## config.mk

```make
export PLATFORM = sky130hd
export DESIGN_NAME = cg_rvarch_decode_stage
export DESIGN_NICKNAME = d
export VERILOG_FILES = /design/src/rtl/cg_rvarch_instr_pkg.sv /design/src/rtl/cg_sync_fifo.sv /design/src/rtl/cg_rvarch_decode_stage.sv
export SDC_FILE = /design/constraint.sdc
export NUM_CORES = 1
export LEC_CHECK = 0
export CORE_ASPECT_RATIO = 1.1
export CORE_MARGIN = 8
export CORE_UTILIZATION = 50
export DETAILED_ROUTE_END_ITERATION = 8
export GPL_ROUTABILITY_DRIVEN = 0
export PLACE_DENSITY = 0.76
export SYNTH_ARGS = -nofsm -noshare
export SYNTH_HDL_FRONTEND = slang
export SYNTH_SLANG_ARGS = --single-unit
```

## constraint.sdc

```tcl
create_clock -name i_clk -period 12.6 [get_ports i_clk]
set_clock_uncertainty 0.2 [all_clocks]
set_input_delay 2.52 -clock i_clk [delete_from_list [all_inputs] [get_ports i_clk]]
set_output_delay 2.52 -clock i_clk [all_outputs]
set_load 0.02 [all_outputs]
```

## src/rtl/cg_rvarch_instr_pkg.sv

```systemverilog
// RV base-ISA encodings shared by decode logic: format codes, opcode constants,
// raw field split and the XLEN-generic sign-extended immediate mux.
package CG_rvarch_instr_pkg;

  typedef enum logic [2:0] {
    FMT_R   = 3'd0,
    FMT_I   = 3'd1,
    FMT_S   = 3'd2,
    FMT_B   = 3'd3,
    FMT_U   = 3'd4,
    FMT_J   = 3'd5,
    FMT_ILL = 3'd7
  } fmt_e;

  localparam logic [6:0] OPC_LUI       = 7'b0110111;
  localparam logic [6:0] OPC_AUIPC     = 7'b0010111;
  localparam logic [6:0] OPC_JAL       = 7'b1101111;
  localparam logic [6:0] OPC_JALR      = 7'b1100111;
  localparam logic [6:0] OPC_BRANCH    = 7'b1100011;
  localparam logic [6:0] OPC_LOAD      = 7'b0000011;
  localparam logic [6:0] OPC_STORE     = 7'b0100011;
  localparam logic [6:0] OPC_OP_IMM    = 7'b0010011;
  localparam logic [6:0] OPC_OP        = 7'b0110011;
  localparam logic [6:0] OPC_MISC_MEM  = 7'b0001111;
  localparam logic [6:0] OPC_SYSTEM    = 7'b1110011;
  localparam logic [6:0] OPC_OP_IMM_32 = 7'b0011011;
  localparam logic [6:0] OPC_OP_32     = 7'b0111011;

  // Field layout mirrors the instruction word, so a plain cast splits it.
  typedef struct packed {
    logic [6:0] funct7;
    logic [4:0] rs2;
    logic [4:0] rs1;
    logic [2:0] funct3;
    logic [4:0] rd;
    logic [6:0] opcode;
  } instr_fields_t;

  function automatic instr_fields_t split_fields(input logic [31:0] instr);
    return instr_fields_t'(instr);
  endfunction

  function automatic logic opcode_known(input logic [6:0] opc, input logic xlen64);
    logic known;
    case (opc)
      OPC_LUI, OPC_AUIPC, OPC_JAL, OPC_JALR, OPC_BRANCH, OPC_LOAD, OPC_STORE,
      OPC_OP_IMM, OPC_OP, OPC_MISC_MEM, OPC_SYSTEM: known = 1'b1;
      OPC_OP_IMM_32, OPC_OP_32:                       known = xlen64;
      default:                                        known = 1'b0;
    endcase
    return known;
  endfunction

  // Immediate sign-extended to 64 bits; callers keep the low XLEN bits.
  function automatic logic [63:0] imm_sel(input fmt_e fmt, input logic [31:7] ins);
    logic [63:0] imm;
    case (fmt)
      FMT_I:   imm = {{52{ins[31]}}, ins[31:20]};
      FMT_S:   imm = {{52{ins[31]}}, ins[31:25], ins[11:7]};
      FMT_B:   imm = {{51{ins[31]}}, ins[31], ins[7], ins[30:25], ins[11:8], 1'b0};
      FMT_U:   imm = {{32{ins[31]}}, ins[31:12], 12'b0};
      FMT_J:   imm = {{43{ins[31]}}, ins[31], ins[19:12], ins[20], ins[30:21], 1'b0};
      default: imm = 64'd0;
    endcase
    return imm;
  endfunction

endpackage

```

## src/rtl/cg_sync_fifo.sv

```systemverilog
// Synchronous FIFO with registered ready, flush, and output hold while empty.
module cg_sync_fifo #(
  parameter int WIDTH = 8,
  parameter int DEPTH = 2
) (
  input  logic             i_clk,
  input  logic             i_rst,
  input  logic             i_flush,
  input  logic             i_push,
  input  logic [WIDTH-1:0] i_data,
  output logic             o_ready,
  output logic             o_valid,
  input  logic             i_pop,
  output logic [WIDTH-1:0] o_data
);

  localparam int AW = (DEPTH > 1) ? $clog2(DEPTH) : 1;
  localparam int CW = $clog2(DEPTH + 1);

  logic [WIDTH-1:0] mem [DEPTH];
  logic [AW-1:0]    wr_ptr, rd_ptr;
  logic [CW-1:0]    count, count_nxt;
  logic [WIDTH-1:0] hold_q;
  logic             ready_q, do_push, do_pop;

  function automatic logic [AW-1:0] ptr_inc(input logic [AW-1:0] p);
    return (p == AW'(DEPTH - 1)) ? '0 : p + 1'b1;
  endfunction

  assign do_push = i_push && ready_q;
  assign do_pop  = i_pop && (count != '0);
  assign o_valid = (count != '0);
  assign o_ready = ready_q;
  assign o_data  = o_valid ? mem[rd_ptr] : hold_q;

  always_comb begin
    count_nxt = count;
    if (do_push && !do_pop)      count_nxt = count + 1'b1;
    else if (!do_push && do_pop) count_nxt = count - 1'b1;
  end

  always_ff @(posedge i_clk) begin
    if (!i_rst && !i_flush && do_push) mem[wr_ptr] <= i_data;
  end

  // hold_q captures the entry leaving the head so outputs stay put when empty.
  always_ff @(posedge i_clk) begin
    if (i_rst) begin
      wr_ptr  <= '0;
      rd_ptr  <= '0;
      count   <= '0;
      ready_q <= 1'b1;
      hold_q  <= '0;
    end else if (i_flush) begin
      wr_ptr  <= '0;
      rd_ptr  <= '0;
      count   <= '0;
      ready_q <= 1'b1;
      if (o_valid) hold_q <= mem[rd_ptr];
    end else begin
      if (do_push) wr_ptr <= ptr_inc(wr_ptr);
      if (do_pop) begin
        rd_ptr <= ptr_inc(rd_ptr);
        hold_q <= mem[rd_ptr];
      end
      count   <= count_nxt;
      ready_q <= (count_nxt < CW'(DEPTH));
    end
  end

endmodule

```

## src/rtl/cg_rvarch_decode_stage.sv

```systemverilog
// RV instruction decode stage: combinational decode into a DEPTH-entry FIFO.
// Optional illegal-instruction checking is enabled by CG_RVDEC_ILLEGAL_CHECK_EN.
module cg_rvarch_decode_stage
  import CG_rvarch_instr_pkg::*;
#(
  parameter int XLEN  = 32,
  parameter int DEPTH = 2
) (
  input  logic            i_clk,
  input  logic            i_rst,
  input  logic            i_flush,
  input  logic            i_valid,
  output logic            o_ready,
  input  logic [31:0]     i_instr,
  input  logic [XLEN-1:0] i_pc,
  output logic            o_valid,
  input  logic            i_ready,
  output logic [XLEN-1:0] o_pc,
  output logic [6:0]      o_opcode,
  output logic [4:0]      o_rd,
  output logic [4:0]      o_rs1,
  output logic [4:0]      o_rs2,
  output logic [2:0]      o_funct3,
  output logic [6:0]      o_funct7,
  output logic [2:0]      o_fmt,
  output logic [XLEN-1:0] o_imm,
  output logic            o_illegal
);

  localparam int WIDTH = 2 * XLEN + 36;

  instr_fields_t    f;
  fmt_e             base_fmt, dec_fmt;
  logic             dec_illegal;
  logic [63:0]      imm_full;
  logic [XLEN-1:0]  dec_imm;
  logic             unused_imm_hi;
  logic [WIDTH-1:0] wdata, rdata;

  assign f = split_fields(i_instr);

  // Unknown opcodes fall through to R, which also yields a zero immediate.
  always_comb begin
    base_fmt = FMT_R;
    case (f.opcode)
      OPC_LUI, OPC_AUIPC:  base_fmt = FMT_U;
      OPC_JAL:             base_fmt = FMT_J;
      OPC_JALR, OPC_LOAD, OPC_OP_IMM, OPC_MISC_MEM, OPC_SYSTEM:
                           base_fmt = FMT_I;
      OPC_STORE:           base_fmt = FMT_S;
      OPC_BRANCH:          base_fmt = FMT_B;
      OPC_OP:              base_fmt = FMT_R;
      OPC_OP_IMM_32:       if (XLEN == 64) base_fmt = FMT_I;
      OPC_OP_32:           base_fmt = FMT_R;
      default:             base_fmt = FMT_R;
    endcase
  end

`ifdef CG_RVDEC_ILLEGAL_CHECK_EN
  assign dec_illegal = (i_instr[1:0] != 2'b11) || !opcode_known(f.opcode, XLEN == 64);
  assign dec_fmt     = dec_illegal ? FMT_ILL : base_fmt;
`else
  assign dec_illegal = 1'b0;
  assign dec_fmt     = base_fmt;
`endif

  assign imm_full      = imm_sel(dec_fmt, i_instr[31:7]);
  assign dec_imm       = imm_full[XLEN-1:0];
  assign unused_imm_hi = ^imm_full;

  assign wdata = {i_pc, f.opcode, f.rd, f.rs1, f.rs2, f.funct3, f.funct7,
                  dec_fmt, dec_imm, dec_illegal};

  cg_sync_fifo #(
    .WIDTH (WIDTH),
    .DEPTH (DEPTH)
  ) u_fifo (
    .i_clk   (i_clk),
    .i_rst   (i_rst),
    .i_flush (i_flush),
    .i_push  (i_valid),
    .i_data  (wdata),
    .o_ready (o_ready),
    .o_valid (o_valid),
    .i_pop   (i_ready),
    .o_data  (rdata)
  );

  assign {o_pc, o_opcode, o_rd, o_rs1, o_rs2, o_funct3, o_funct7,
          o_fmt, o_imm, o_illegal} = rdata;

endmodule

```

==> results of run 1 <==
[per-layer routing]
metal	GRT usage, %	wire length, um
met4	5.08	668
met3	4.34	2280
met2	31.6	14500
met1	26.6	13700
met5	0	0
[critical path: stages, from the launching register on]
cell             delay (ns)
dfxtp_1                0.36
inv_1                  0.09
ha_4                   0.29
inv_4                  0.32
buf_4                  0.86
mux2_2                 0.44
clkdlybuf4s50_1        0.56
[worst paths after layout]
| path | from | endpoint | slack [ns] | cells past startpoint |
|---|---|---|---|---|
| min reg2reg | u_fifo.hold_q[6] | u_fifo.hold_q[6] | 0.29 | 2 |
| max | u_fifo.count[0] | o_rs1[0] | 6.30 | 6 |
| min | u_fifo.hold_q[6] | u_fifo.hold_q[6] | 0.29 | 2 |
| max reg2reg | u_fifo.count[0] | u_fifo.hold_q[36] | 9.67 | 6 |
[final cells by class]
| cell class | instances | area (um^2) | area share (%) |
|---|---|---|---|
| antenna | 1 | 2.50 | 0.0159 |
| clock buffer | 41 | 875 | 5.54 |
| timing repair buffer | 180 | 1770 | 11.2 |
| clock inverter | 16 | 188 | 1.19 |
| tap | 346 | 433 | 2.74 |
| multi-input combinational | 603 | 4400 | 27.9 |
| inverter | 7 | 28.8 | 0.182 |
| sequential | 304 | 8070 | 51.2 |
[per-stage QoR]
step / instance area, um^2 / hold slack (ns) / instances / worst slack (ns) / power, W
2_1_floorplan: 12800 / 0.252 / 989 / 3.52 / 0.00126
4_1_cts: 15800 / 0.295 / 1497 / 6.25 / 0.00230
5_1_grt: 15800 / 0.304 / 1498 / 6.10 / 0.00236
3_5_place_dp: 14700 / 0.286 / 1440 / 6.85 / 0.00136
6_report: 15800 / 0.292 / 1498 / 6.30 / 0.00228
3_3_place_gp: 14700 / 0.260 / 1440 / 6.90 / 0.00136
[cell families after synthesis]
family,after synthesis
DFF,304
AOI/OAI and AO/OA,45
buffers and inverters,82
xor gates and xnor gates,3
muxes,198
and+or+nand+nor,354
adders and majority gates,3
[layout by cell type (no fill, tap or decap), types with 3 or more instances in the layout]
master,instances
a21o_1,11
a21oi_1,5
a22o_1,4
and2_1,8
buf_4,11
bufinv_16,4
clkbuf_1,5
clkbuf_16,32
clkbuf_8,4
clkdlybuf4s50_1,169
clkinv_2,6
clkinvlp_4,4
dfxtp_1,105
edfxtp_1,198
inv_1,5
mux2_2,188
mux2_4,10
nand2_1,17
nor2_1,105
nor3_1,203
o21ai_0,9
o21ai_1,3
[sequential cells by signal (all words and copies together), names as in the netlist, named ones only]
name,flops
u_fifo.count,2
u_fifo.hold_q,100
u_fifo.mem,198
u_fifo.o_ready,1
u_fifo.rd_ptr,1
u_fifo.wr_ptr,1
[power breakdown]
part / internal, W / switching, W
clock network: 0.000568 / 0.000369
logic: 0.000111 / 0.000129
registers: 0.00109 / 0.0000118
==> metrics.md, run 1 <==
| Metric | Value |
|---|---|
| Synthesis-to-layout area growth | `22.9%` |
| Simple-gate share of the synthesized area | `13.2%` |
| Chip Height | `184 um` |
| Largest family of logic cells by synthesized area | `multiplexers` |
| Max-cap viol count | `0` |
| Area leader, netlist | `edfxtp_1` |
| CP Launch Type | `flip-flop` |
| First-pass GRT wire length | `48.7 mm` |
| Clock Path Buffers | `3` |
| RSZ-0062 raised after global routing | `no` |
| Maximum VDD drop | `95.4 uV` |
| Via density per instance | `5.56` |
| Largest net degree at the start of global routing | `79` |
| Compound-gate portion of the synthesized area | `2.65%` |
| Synth Cell Area | `12800 um^2` |
| Core area | `25300 um^2` |
| Avg WL per Cell | `20.8 um` |
| Slew @ Worst Pin | `1.11 ns` |
| Number of setup buffers added after CTS | `0` |
| Synth top area cells | `edfxtp_1 (46%), dfxtp_1 (17%), mux2_2 (16%), nor3_1 (7.9%), nor2_1 (3.1%)` |
| Ys async rst share | `0%` |
| Hold-fix buffers at CTS | `0` |
| Synthesized flop and latch total | `304` |
| Final Setup Violations | `0` |
| Die X | `169 um` |
| Tightest Hold Check Type | `reg2reg` |
| Final Util | `62.4%` |
| Post_cts resized | `0` |
| Crit-path max FO | `77` |
| Num rows | `61` |
| Clk Latency, worst-skew pair | `0.54 ns` |
| Critical path class | `reg2out` |
| Min Clock Period, post-route | `6.30 ns` |
| Power Density | `144 nW/um^2` |
| Fraction of layout cells with a size suffix above 1 | `24.2%` |
| Top cells by count, synth | `nor3_1 (203), edfxtp_1 (198), mux2_2 (188), dfxtp_1 (106), nor2_1 (105)` |
| Mapped Cells | `989` |
| Fmax | `0.159 GHz` |
| Total number of vias | `8326` |
| Setup tns final | `0 ns` |
| Remaining DRCs | `0` |
| Initial DRT Pass Iterations | `5` |
| DP HPWL | `19.5 mm` |
| Most common cell in the netlist | `nor3_1` |
| Clk sink count | `304` |
| Sequential cell area fraction in the yosys report | `62.9%` |
| CP endpoint kind | `primary output` |
| Hold Fails Final Rpt | `0` |
| Final Slew Violations | `0` |
| Post-synthesis mux area share | `17.7%` |
| Final worst-path cycle share | `50.0%` |
| Vias in the first global route | `8539` |
| CTS tree | `built` |
| Critical Path AT | `3.58 ns` |
| Main synth FF type | `edfxtp_1` |
| WL final | `31.1 mm` |
| Initial antenna violation count | `1` |
| Synthesized-area fraction occupied by adder cells | `0.293%` |
| WP data required | `9.88 ns` |
| Syn. warnings | `0` |
| CTS buffer count | `31` |
| Avg Cell Area, Syn | `13.0 um^2` |
| Area share of the largest cell type after synthesis | `46.3%` |
| XOR/XNOR share of the synthesized area | `0.205%` |
| Max_slew headroom | `26.1%` |
| Ports | `171` |
| CTS root buf | `clkbuf_16` |
| Post-synth EDFFs | `198` |
| Leakage | `5.23 nW` |
| Initial Util | `50.8%` |
| Global-route usage over all layers | `19.7%` |
| GR Overflow Total | `0` |
| 1st-iter DRT viols | `658` |
| Die Footprint | `31000 um^2` |
| Yosys cell types | `51` |
| Reg clk slew, reported paths | `0.06 ns` |
| Antenna-violating nets left | `0` |
| Buffers on Ports | `170` |
| Mapped Nets | `1061` |
| H-tree lvl count | `1` |
| Outcome | `complete, no violations` |
| Final nets | `1199` |
| Fillcell total | `1961` |
Note: power is estimated with default switching activity, not from simulation.
==> inputs of run 2 (changes only) <==
--- a/config.mk
+++ b/config.mk
@@ -7,10 +7,10 @@
 export LEC_CHECK = 0
 export CORE_ASPECT_RATIO = 1.1
 export CORE_MARGIN = 8
-export CORE_UTILIZATION = 50
+export CORE_UTILIZATION = 55
 export DETAILED_ROUTE_END_ITERATION = 8
 export GPL_ROUTABILITY_DRIVEN = 0
-export PLACE_DENSITY = 0.76
+export PLACE_DENSITY = 0.8
 export SYNTH_ARGS = -nofsm -noshare
 export SYNTH_HDL_FRONTEND = slang
 export SYNTH_SLANG_ARGS = --single-unit
==> constraint.sdc (replaced) <==
create_clock -name i_clk -period 6.2 [get_ports i_clk]
set_clock_uncertainty 0.2 [all_clocks]
set_input_delay 1.24 -clock i_clk [delete_from_list [all_inputs] [get_ports i_clk]]
set_output_delay 1.24 -clock i_clk [all_outputs]
set_load 0.02 [all_outputs]
==> metrics.md, run 2 (same netlist as run 1, synthesis figures left out) <==
| Metric | Value |
|---|---|
| Outcome | `complete, no violations` |
| Crit path to | `o_imm[11]` |
| Most used cells in the layout excluding fill and tap cells | `nor3_1 (203), edfxtp_1 (198), mux2_2 (188), clkdlybuf4s50_1 (169)` |
| Final Setup Violations | `0` |
| Final nets | `1199` |
| Post_cts resized | `0` |
| Clk Latency, worst-skew pair | `0.55 ns` |
| Clk sink count | `304` |
| Critical Path Start | `u_fifo.count[0]` |
| R2R Path Start | `u_fifo.count[0]` |
| Critical path class | `reg2out` |
| Worst hold slack | `0.290 ns` |
| H-tree lvl count | `1` |
| Buffers on Ports | `170` |
| Worst path max stage delay | `0.74 ns` |
| Slew @ Worst Pin | `1.19 ns` |
| Max FFs per register | `198` |
| Global-route usage over all layers | `20.9%` |
| Vias in the first global route | `8663` |
| Max-cap viol count | `0` |
| Chip Height | `176 um` |
| Final Slew Violations | `0` |
| Flop-to-flop setup slack | `3.56 ns` |
| CP Launch Type | `flip-flop` |
| First-pass GRT wire length | `47.9 mm` |
| Fmax | `0.207 GHz` |
| CTS tree | `built` |
| Maximum VDD drop | `269 uV` |
| Largest net degree at the start of global routing | `100` |
| Remaining DRCs | `0` |
| Initial DRT Pass Iterations | `5` |
| Fraction of layout cells with a size suffix above 1 | `23.6%` |
| CP max-delay cell | `inv_4` |
| CTS root buf | `clkbuf_16` |
| Crit Reg-Reg Endpoint | `u_fifo.count[1]` |
| WP buf/inv | `4` |
| Worst-path cell chain | `inv_1 -> ha_4 -> inv_4 -> buf_4 -> mux2_2 -> clkdlybuf4s50_1` |
| 1st-iter DRT viols | `588` |
| Via density per instance | `5.83` |
| DP HPWL | `18.8 mm` |
| Leakage | `5.19 nW` |
| Synthesis-to-layout area growth | `21.8%` |
| Power Density | `285 nW/um^2` |
| Regs by FF count | `u_fifo.mem x198, u_fifo.hold_q x100, u_fifo.count x2` |
| Leading cell type in the layout, fill and taps excluded | `nor3_1` |
| Initial antenna violation count | `1` |
| Die X | `162 um` |
| Reg clk slew, reported paths | `0.06 ns` |
| Clock Path Buffers | `3` |
| Number of setup buffers added after CTS | `0` |
| Critical Path AT | `3.40 ns` |
| Min Clock Period, post-route | `4.84 ns` |
| WL final | `30.5 mm` |
| Cell count along the critical path | `6` |
| Initial Util | `56.1%` |
| Top delay family on crit path | `buffers and inverters` |
| Die Footprint | `28500 um^2` |
| GR Overflow Total | `0` |
| Antenna-violating nets left | `0` |
| Cells on worst reg2reg path | `9` |
| Ports | `171` |
| Total number of vias | `8461` |
| Crit-path max FO | `74` |
| Core area | `22900 um^2` |
| CP endpoint kind | `primary output` |
| Tightest Hold Check Type | `reg2reg` |
| Avg WL per Cell | `21.0 um` |
| WP data required | `4.76 ns` |
| RSZ-0062 raised after global routing | `no` |
| Max_slew headroom | `20.6%` |
| Setup tns final | `0 ns` |
| Final worst-path cycle share | `78.0%` |
| Num rows | `58` |
| CTS buffer count | `30` |
| Top reg by flops | `u_fifo.mem` |
| Hold Fails Final Rpt | `0` |
| Hold-fix buffers at CTS | `0` |
## run 2: cell types whose count changed in the layout (fill, tap and decap cells not counted), moves of 2 or more
| cell | delta |
|---|---|
| clkinvlp_4 | -4 |
| clkbuf_1 | +4 |
| clkinv_1 | +3 |
| bufinv_16 | -3 |
| buf_12 | +2 |
## run 2: layout make-up
| cell class | count | area (um^2) |
|---|---|---|
| Antenna cell | 1 | 2.50 |
| Clock buffer | 44 | 865 |
| Clock inverter | 12 | 78.8 |
| Fill cell | 1641 | 7230 |
| Inverter | 7 | 28.8 |
| Multi-Input combinational cell | 603 | 4400 |
| Sequential cell | 304 | 8070 |
| Tap cell | 300 | 375 |
| Timing Repair Buffer | 181 | 1810 |
## run 2: worst min path at each step
stage / slack (ns) / cells after the start / endpoint / from
floorplan: 0.25 / 1 / u_fifo.hold_q[0] / u_fifo.hold_q[0]
global placement: 0.27 / 1 / u_fifo.hold_q[0] / u_fifo.hold_q[0]
detailed placement: 0.28 / 1 / u_fifo.hold_q[0] / u_fifo.hold_q[0]
CTS: 0.29 / 1 / u_fifo.hold_q[0] / u_fifo.hold_q[0]
global route: 0.30 / 1 / u_fifo.hold_q[0] / u_fifo.hold_q[0]
finish: 0.29 / 1 / u_fifo.hold_q[0] / u_fifo.hold_q[0]
## run 2: metal layers
metal  wire length, um  GRT usage, %
met1             13000          27.8
met2             14600          34.7
met3              2310          3.80
met4               580          5.48
met5                 0             0
## run 2: power breakdown
group | internal (W) | switching (W) | leakage [nW]
clock | 0.00100 | 0.000721 | 0.467
sequential | 0.00221 | 0.0000255 | 2.58
combinational | 0.000227 | 0.000262 | 2.15
total | 0.00344 | 0.00101 | 5.19
## run 2: worst reg2reg max path: cells and delay by family, from the launching register on
kind | cells | cell delay (ns)
compound gates | 2 | 0.33
flops | 1 | 0.35
buf+inv | 3 | 0.97
simple gates | 2 | 0.36
fa+ha+maj | 2 | 0.38
## run 2: stage by stage
step / std cells / total power (W) / area (um^2) / setup WS (ns) / util (%)
floorplan: 989 / 0.00256 / 12800 / 0.748 / -
global placement: 1395 / 0.00276 / 14700 / 1.92 / 64.2
detailed placement: 1395 / 0.00277 / 14700 / 1.90 / 64.2
CTS: 1451 / 0.00448 / 15600 / 1.30 / 68.4
global route: 1452 / 0.00460 / 15600 / 1.20 / 68.4
finish: 1452 / 0.00445 / 15600 / 1.36 / 68.4
==> inputs of run 3 (changes only) <==
==> constraint.sdc (replaced) <==
create_clock -name i_clk -period 4.8 [get_ports i_clk]
set_clock_uncertainty 0.2 [all_clocks]
set_input_delay 0.96 -clock i_clk [delete_from_list [all_inputs] [get_ports i_clk]]
set_output_delay 0.96 -clock i_clk [all_outputs]
set_load 0.02 [all_outputs]
==> metrics.md, run 3 (same netlist as run 1, synthesis figures left out) <==
| Metric | Value |
|---|---|
| Outcome | `complete, no violations` |
| CP endpoint kind | `primary output` |
| Hold-critical path depth | `1` |
| Cells on worst reg2reg path | `10` |
| Fillcell total | `1649` |
| Via density per instance | `5.75` |
| Slew @ Worst Pin | `1.01 ns` |
| Flop-to-flop setup slack | `2.04 ns` |
| Post-route non-filler standard cell count | `1453` |
| Num rows | `58` |
| Die Footprint | `28500 um^2` |
| Core area | `22900 um^2` |
| Remaining DRCs | `0` |
| Clk Latency, worst-skew pair | `0.55 ns` |
| Ports | `171` |
| RSZ-0062 raised after global routing | `no` |
| Leading cell type in the layout, fill and taps excluded | `nor3_1` |
| Final Setup Violations | `0` |
| Largest net degree at the start of global routing | `96` |
| Final Util | `68.9%` |
| Initial DRT Pass Iterations | `5` |
| CTS tree | `built` |
| Clock Path Buffers | `3` |
| DP HPWL | `19.3 mm` |
| Top delay family on crit path | `buffers and inverters` |
| CP Launch Type | `flip-flop` |
| Buffers on Ports | `170` |
| Min-delay src | `u_fifo.hold_q[0]` |
| Crit-path max FO | `48` |
| Initial Util | `56.1%` |
| Critical path class | `reg2out` |
| Hold-fix buffers at CTS | `0` |
| Worst-path cell chain | `inv_1 -> ha_4 -> inv_4 -> buf_4 -> mux2_2 -> clkdlybuf4s50_1` |
| Setup WS pre-CTS | `1.11 ns` |
| Antenna-violating nets left | `0` |
| CTS root buf | `clkbuf_16` |
| FF/Latch Area | `8070 um^2` |
| First-pass GRT wire length | `47.8 mm` |
| Max-cap viol count | `0` |
| Maximum VDD drop | `275 uV` |
| Initial antenna violation count | `0` |
| Final Slew Violations | `0` |
| Hold Fails Final Rpt | `0` |
| Critical Path AT | `3.08 ns` |
| Placed cells | `1397` |
| CP max-delay cell | `inv_4` |
| Power Density | `371 nW/um^2` |
| Chip Height | `176 um` |
| Max_slew headroom | `32.7%` |
| Top reg by flops | `u_fifo.mem` |
| Fraction of layout cells with a size suffix above 1 | `24.4%` |
| Global-route usage over all layers | `20.9%` |
| Reg clk slew, reported paths | `0.06 ns` |
| Crit Reg-Reg Endpoint | `u_fifo.o_ready` |
| Tightest Hold Check Type | `reg2reg` |
| Regs by FF count | `u_fifo.mem x198, u_fifo.hold_q x100, u_fifo.count x2` |
| Area of the multi-input gates | `4400 um^2` |
| Post_cts resized | `0` |
| WP data required | `3.64 ns` |
| H-tree lvl count | `1` |
| Worst Hold Path EP | `u_fifo.hold_q[0]` |
| Leakage | `5.24 nW` |
| Min Clock Period, post-route | `4.24 ns` |
| Inserted Diodes | `0` |
| Clk sink count | `304` |
| Total number of vias | `8355` |
| WP buf/inv | `4` |
| Avg WL per Cell | `21.0 um` |
| Worst path max stage delay | `0.55 ns` |
| Final worst-path cycle share | `88.3%` |
| CTS buffer count | `30` |
| Vias in the first global route | `8780` |
| Final nets | `1201` |
| GR Overflow Total | `0` |
| R2R Path Start | `u_fifo.count[0]` |
| Setup ws final | `0.560 ns` |
| Fmax | `0.236 GHz` |
| Max FFs per register | `198` |
| Number of setup buffers added after CTS | `0` |
| Most used cells in the layout excluding fill and tap cells | `nor3_1 (203), edfxtp_1 (198), mux2_2 (188), clkdlybuf4s50_1 (169)` |
| 1st-iter DRT viols | `571` |
| Synthesis-to-layout area growth | `22.7%` |
| Die X | `162 um` |
| WL final | `30.5 mm` |
run 3: final cells by class:
class / count / share of cell area (%)
clock buffers: 41 / 5.69
clock inverters: 15 / 0.692
inverters: 7 / 0.183
multi-input cells: 603 / 28.0
flip-flops and latches: 304 / 51.3
well taps: 300 / 2.38
repair buffers: 183 / 11.8
run 3: worst reg2reg max path, stage by stage, from the launching register on:
cell and delay, ns:
dfxtp_1 0.35, inv_1 0.08, ha_4 0.24, inv_4 0.55, buf_4 0.38, nand2_1 0.12
inv_1 0.11, ha_1 0.20, o21ai_0 0.09, o21ai_0 0.22, nand2_1 0.10
run 3: worst max path at each step:
stage / slack [ns] / from / depth (start not counted) / to
after floorplan: -0.23 / i_rst / 3 / u_fifo.mem[0][0]
after global placement: 1.12 / u_fifo.count[0] / 6 / o_pc[17]
after detailed placement: 1.11 / u_fifo.count[0] / 6 / o_pc[25]
after CTS: 0.49 / u_fifo.count[0] / 6 / o_pc[27]
after global routing: 0.41 / u_fifo.count[0] / 6 / o_pc[27]
final: 0.56 / u_fifo.count[0] / 6 / o_pc[27]
run 3: power breakdown:
part	switching [W]	total (W)	internal, W
combinational	0.000339	0.000634	0.000295
sequential	0.0000297	0.00289	0.00286
clock	0.000958	0.00232	0.00136
run 3: metal layers:
| metal | global-route usage, % | routed length (um) |
|---|---|---|
| met1 | 26.8 | 13000 |
| met2 | 35.3 | 14600 |
| met3 | 4.91 | 2330 |
| met4 | 5.21 | 565 |
| met5 | 0 | 0 |
run 3: metrics by stage:
| stage | setup TNS (ns) | cell area (um^2) | hold WS [ns] | total power, W |
|---|---|---|---|---|
| floorplan | -22.73 | 12900 | 0.252 | 0.00331 |
| global placement | 0 | 14700 | 0.260 | 0.00356 |
| detailed placement | 0 | 14700 | 0.280 | 0.00358 |
| CTS | 0 | 15700 | 0.289 | 0.00588 |
| global route | 0 | 15700 | 0.307 | 0.00604 |
| finish | 0 | 15700 | 0.283 | 0.00584 |
